File: config.mk
export PLATFORM = sky130hd
export DESIGN_NAME = register_write_arbiter
export DESIGN_NICKNAME = d
export VERILOG_FILES = /design/src/rtl/register_write_arbiter_pkg.sv /design/src/rtl/register_write_arbiter_load_scoreboard.sv /design/src/rtl/register_write_arbiter.sv
export SDC_FILE = /design/constraint.sdc
export NUM_CORES = 1
export LEC_CHECK = 0
export CAP_MARGIN = 30
export CORE_MARGIN = 5
export CORE_UTILIZATION = 38
export DETAILED_ROUTE_END_ITERATION = 12
export GPL_ROUTABILITY_DRIVEN = 0
export GPL_TIMING_DRIVEN = 1
export PLACE_DENSITY = 0.85
export SLEW_MARGIN = 20
export SYNTH_ARGS = -nofsm -noshare
export SYNTH_HDL_FRONTEND = slang
export SYNTH_SLANG_ARGS = --single-unit
export TNS_END_PERCENT = 100
File: constraint.sdc
create_clock -name clk -period 3.6 [get_ports clk]
set_input_delay 0.36 -clock clk [delete_from_list [all_inputs] [get_ports clk]]
set_output_delay 0.36 -clock clk [all_outputs]
set_load 0.02 [all_outputs]
File: src/rtl/register_write_arbiter_pkg.sv
// Shared encodings for the register-write arbiter slice: write patterns and pointer values.
// Pure constants, no logic; imported by the arbiter, its scoreboard and the bench.
// Pattern codes must match the register file's write_pattern decoding.
package register_write_arbiter_pkg;

  localparam int REGWR_PAT_W = 3;

  // Register file write_pattern encodings
  localparam logic [REGWR_PAT_W-1:0] REGISTER_WRITE_WORD          = 3'b001;
  localparam logic [REGWR_PAT_W-1:0] REGISTER_WRITE_BYTE_UNSIGNED = 3'b100;

  // Round-robin pointer: names the requester that wins the next contended cycle
  localparam logic REGWR_GRANT_ALU = 1'b0;
  localparam logic REGWR_GRANT_LSU = 1'b1;

endpackage

File: src/rtl/register_write_arbiter_load_scoreboard.sv
// Load scoreboard: one busy bit per register, set on load issue, cleared on LSU writeback.
// Latency: set/clear visible one cycle after the request; read ports are combinational.
// No backpressure; built only when REGWR_SCOREBOARD_EN is defined.
module load_scoreboard #(
  parameter int ADDR_W = 5
) (
  input  logic                   clk,
  input  logic                   rst,
  input  logic                   set_en,
  input  logic [ADDR_W-1:0]      set_rd,
  input  logic                   clr_en,
  input  logic [ADDR_W-1:0]      clr_rd,
  input  logic [ADDR_W-1:0]      rd_a,
  input  logic [ADDR_W-1:0]      rd_b,
  output logic                   busy_a,
  output logic                   busy_b,
  output logic [(1<<ADDR_W)-1:0] busy
);

  localparam int NREG = 1 << ADDR_W;

  logic [NREG-1:0] busy_q;
  logic [NREG-1:0] busy_d;

  // Next busy vector: clear first so a same-cycle set (newer load) wins; x0 never busy
  always_comb begin
    busy_d = busy_q;
    if (clr_en)
      busy_d[clr_rd] = 1'b0;
    if (set_en && (set_rd != '0))
      busy_d[set_rd] = 1'b1;
    busy_d[0] = 1'b0;
  end

  // Busy state register
  always_ff @(posedge clk) begin
    if (rst)
      busy_q <= '0;
    else
      busy_q <= busy_d;
  end

  assign busy_a = busy_q[rd_a];
  assign busy_b = busy_q[rd_b];
  assign busy   = busy_q;

endmodule

File: src/rtl/register_write_arbiter.sv
// Shares the register file write port between ALU writeback and LSU load results, round-robin.
// Latency: grant in cycle N drives rf_wr_* in cycle N+1 for one cycle; one write per cycle.
// Backpressure: ready is combinational from valids/pointer/scoreboard; REGWR_SCOREBOARD_EN adds load hazards.
module register_write_arbiter
  import register_write_arbiter_pkg::*;
#(
  parameter int ADDR_W = 5,
  parameter int DATA_W = 32,
  parameter int PAT_W  = 3
) (
  input  logic              clk,
  input  logic              rst,
  input  logic              alu_valid,
  output logic              alu_ready,
  input  logic [ADDR_W-1:0] alu_rd,
  input  logic [DATA_W-1:0] alu_data,
  input  logic              lsu_valid,
  output logic              lsu_ready,
  input  logic [ADDR_W-1:0] lsu_rd,
  input  logic [DATA_W-1:0] lsu_data,
  input  logic [PAT_W-1:0]  lsu_pattern,
  input  logic              load_issue,
  input  logic [ADDR_W-1:0] load_issue_rd,
  input  logic [ADDR_W-1:0] src_a,
  input  logic [ADDR_W-1:0] src_b,
  output logic              hazard_stall,
  output logic              rf_wr_enable,
  output logic [ADDR_W-1:0] rf_wr_address,
  output logic [DATA_W-1:0] rf_wr_data,
  output logic [PAT_W-1:0]  rf_write_pattern
);

  logic rr_ptr;
  logic alu_waw;
  logic alu_elig;
  logic contended;
  logic grant_alu;
  logic grant_lsu;

`ifdef REGWR_SCOREBOARD_EN
  logic                   busy_a;
  logic                   busy_b;
  logic [(1<<ADDR_W)-1:0] busy;

  load_scoreboard #(
    .ADDR_W (ADDR_W)
  ) u_load_scoreboard (
    .clk    (clk),
    .rst    (rst),
    .set_en (load_issue),
    .set_rd (load_issue_rd),
    .clr_en (grant_lsu),
    .clr_rd (lsu_rd),
    .rd_a   (src_a),
    .rd_b   (src_b),
    .busy_a (busy_a),
    .busy_b (busy_b),
    .busy   (busy)
  );

  assign hazard_stall = busy_a | busy_b;
  // An ALU write to a register with a load in flight would be overwritten out of order
  assign alu_waw      = busy[alu_rd];
`else
  logic unused_sb_inputs;

  assign unused_sb_inputs = ^{load_issue, load_issue_rd, src_a, src_b};
  assign hazard_stall     = 1'b0;
  assign alu_waw          = 1'b0;
`endif

  // Arbitration: a lone eligible requester wins; on contention the pointer holder wins
  always_comb begin
    alu_elig  = alu_valid && !alu_waw;
    contended = alu_elig && lsu_valid;
    grant_lsu = lsu_valid && (!alu_elig || (rr_ptr == REGWR_GRANT_LSU));
    grant_alu = alu_elig  && (!lsu_valid || (rr_ptr == REGWR_GRANT_ALU));
  end

  assign alu_ready = grant_alu;
  assign lsu_ready = grant_lsu;

  // Round-robin pointer moves only when both requesters actually competed
  always_ff @(posedge clk) begin
    if (rst)
      rr_ptr <= REGWR_GRANT_LSU;
    else if (contended)
      rr_ptr <= grant_lsu ? REGWR_GRANT_ALU : REGWR_GRANT_LSU;
  end

  // Output register: granted write appears for one cycle; writes to x0 are swallowed
  always_ff @(posedge clk) begin
    if (rst) begin
      rf_wr_enable     <= 1'b0;
      rf_wr_address    <= '0;
      rf_wr_data       <= '0;
      rf_write_pattern <= REGISTER_WRITE_WORD;
    end else if (grant_lsu) begin
      rf_wr_enable     <= (lsu_rd != '0);
      rf_wr_address    <= lsu_rd;
      rf_wr_data       <= lsu_data;
      rf_write_pattern <= lsu_pattern;
    end else if (grant_alu) begin
      rf_wr_enable     <= (alu_rd != '0);
      rf_wr_address    <= alu_rd;
      rf_wr_data       <= alu_data;
      rf_write_pattern <= REGISTER_WRITE_WORD;
    end else begin
      rf_wr_enable     <= 1'b0;
    end
  end

endmodule
==> out/metrics.cfg <==
[critical_path]
worstPathArrival_ns=2.07
timing.rr.end=rf_wr_data[20]$_SDFFE_PP0P_
ff2ff_path_depth=4
crit_fanout=6
cp_data_required_time_ns=3.24
worstReg2RegStart=rr_ptr$_SDFFE_PP1P_
critPathCapture=alu_ready
startpoint_type=input port
reg2reg_slack_ns=1.99
critPathCaptureType=primary output
crit_start=alu_valid
crit_type=input port to primary output

[global_route]
grt_remaining_overflow=0
grt_usage=0.187
antenna_found_initial=0
grt_max_degree=43
grt_pass1_vias=2184
grt_pass1_wl_um=11000

[synthesis]
avgSynthCellArea_um2=8.76
synth_top_area_frac=0.401
synth_seq_cells=42
ys_seq_area_frac=0.401
synth_top_area_cell=dfxtp_1
syn_area_mm2=0.00209
synthCells=239
synthTopCellsByArea=dfxtp_1 (40%), a2111oi_2 (14%), a211oi_1 (13%)
ys_warn_count=0
yosysUniqueCellTypes=25
syn_nets=336

[outcome]
outcome=completed

[sta]
worst_slew_pin_slew_ns=0.964
fmax_mhz=411
skew_ns=0.00721
setup_viol=0
slew_headroom=0.356
fin_crit_ns=2.43
hold_viol_final=0
setup_tns_ns=0
rsz0062_at_grt=no
maxSlewViolCount=0
finalCritPeriodShare=0.676

[layout]
diodes=0
final_cell_count_no_fill=418
fin_nets=442
layout_common_cells=clkdlybuf4s50_1 (121), dfxtp_1 (42), nor2_1 (40), inv_1 (37), a211oi_1 (37)
drive_above_1_share=0.104
syn_to_final_growth_pct=64.9
final_core_util=0.635
layout_commonest_cell=clkdlybuf4s50_1

[detailed_routing]
wl_met1_um=2870
drtPass1Iterations=4
ant_nets=0
vias=2184
drt_iter0_markers=72
wl_met2_um=3240
wl_per_cell_um=16.2
routed_wl_um=6760
drc_errors=0
routed_via_density=5.22
wl_met3_um=597
routed.top_layer=met4

[clock_network]
clockBufferDepth=2
cts_buffers=5
clock_latency_ns=0.29
path_clk_slew_ns=0.08
cts.repair.resized=0
cts_tree=built
h-tree-depth=2
cts.sinks=42
hold_buffers=0
post_cts_buffers=0
cts_root_buffer=clkbuf_8

[floorplanning]
chipWidth_um=84.2
dieHeight_um=84.2
start_util=0.385
dieArea_mm2=0.00710
fp-row-count=27
core_area_mm2=0.00544
num_io_pins=141

[run]
maxCapViolCount=0

[placed_design]
place_hpwl_um=4760
numPortBuffers=123
dp_cells=410

[worst_hold_path]
worstHoldPathType=flip-flop to flip-flop

[power]
p_leak_nw=1.35
p_per_area_mw_per_mm2=385
ir_worst_vdd_uv=200

## layer usage
metal | GRT usage | vias to the layer above
met5 | 0 | -
met4 | 0.0380 | 0
met1 | 0.230 | 1020
li1 | - | 1075
met2 | 0.310 | 83
met3 | 0.0756 | 6
## through the flow
step / hold WS [ns] / cell area, um^2 / power, W / setup slack, ns
5_1_grt: 0.521 / 3450 / 0.00139 / 1.07
2_1_floorplan: 0.443 / 2090 / 0.000696 / 2.07
6_report: 0.482 / 3450 / 0.00133 / 1.17
3_3_place_gp: 0.435 / 3310 / 0.000877 / 1.13
4_1_cts: 0.493 / 3450 / 0.00134 / 1.12
3_5_place_dp: 0.476 / 3310 / 0.000884 / 1.12
## synthesized netlist by cell type (all sizes together)
master,number
a21oi,2
a21boi,1
a32oi,2
a2111oi,37
nand2b,1
nand3,1
o211ai,1
buf,13
a211oi,37
o21ai,1
inv,37
and2,1
o21bai,1
conb,1
nand2,2
or4,2
dfxtp,42
and3,1
nor2,41
or2,1
clkbuf,14
## cells by family after synthesis
group / share of synthesized area
compound gates: 0.370
buf+inv: 0.128
simple gates: 0.0986
flops: 0.401
other cells: 0.00179
## worst max-delay path: stages
cell and delay (ns):
clkdlybuf4s50_1 0.61, a21boi_0 0.39, clkdlybuf4s50_1 0.71
## how the worst min path moves through the flow
stage | end | from | cells past startpoint | slack [ns]
after global placement | rf_write_pattern[0]$_SDFFE_PP1P_ | rf_write_pattern[0]$_SDFFE_PP1P_ | 2 | 0.44
after detailed placement | rf_write_pattern[0]$_SDFFE_PP1P_ | rf_write_pattern[0]$_SDFFE_PP1P_ | 2 | 0.48
after global routing | rf_write_pattern[0]$_SDFFE_PP1P_ | rf_write_pattern[0]$_SDFFE_PP1P_ | 2 | 0.52
after floorplan | rf_wr_data[18]$_SDFFE_PP0P_ | rst | 1 | 0.44
after CTS | rf_write_pattern[0]$_SDFFE_PP1P_ | rf_write_pattern[0]$_SDFFE_PP1P_ | 2 | 0.49
final | rf_write_pattern[0]$_SDFFE_PP1P_ | rf_write_pattern[0]$_SDFFE_PP1P_ | 2 | 0.48
## power by group
group / switching [W] / internal [W] / total (W)
Clock: 0.000161 / 0.000296 / 0.000457
Sequential: 0.0000196 / 0.000503 / 0.000523
Combinational: 0.000164 / 0.000184 / 0.000348
Total: 0.000345 / 0.000983 / 0.00133
## flip-flops by register name, indices dropped and copies added, names as in the netlist
| signal | flops |
|---|---|
| rf_write_pattern | 3 |
| rr_ptr | 1 |
| rf_wr_data | 32 |
| rf_wr_address | 5 |
| rf_wr_enable | 1 |
## area by class of cell
| class | instances | area, um^2 |
|---|---|---|
| Fill cell | 466 | 1990 |
| Timing Repair Buffer | 126 | 1240 |
| Multi-Input combinational cell | 133 | 997 |
| Sequential cell | 42 | 841 |
| Inverter | 37 | 139 |
| Tap cell | 72 | 90.1 |
| Clock buffer | 6 | 82.6 |
| Clock inverter | 2 | 60.1 |
(Power assumes the default switching activity.)
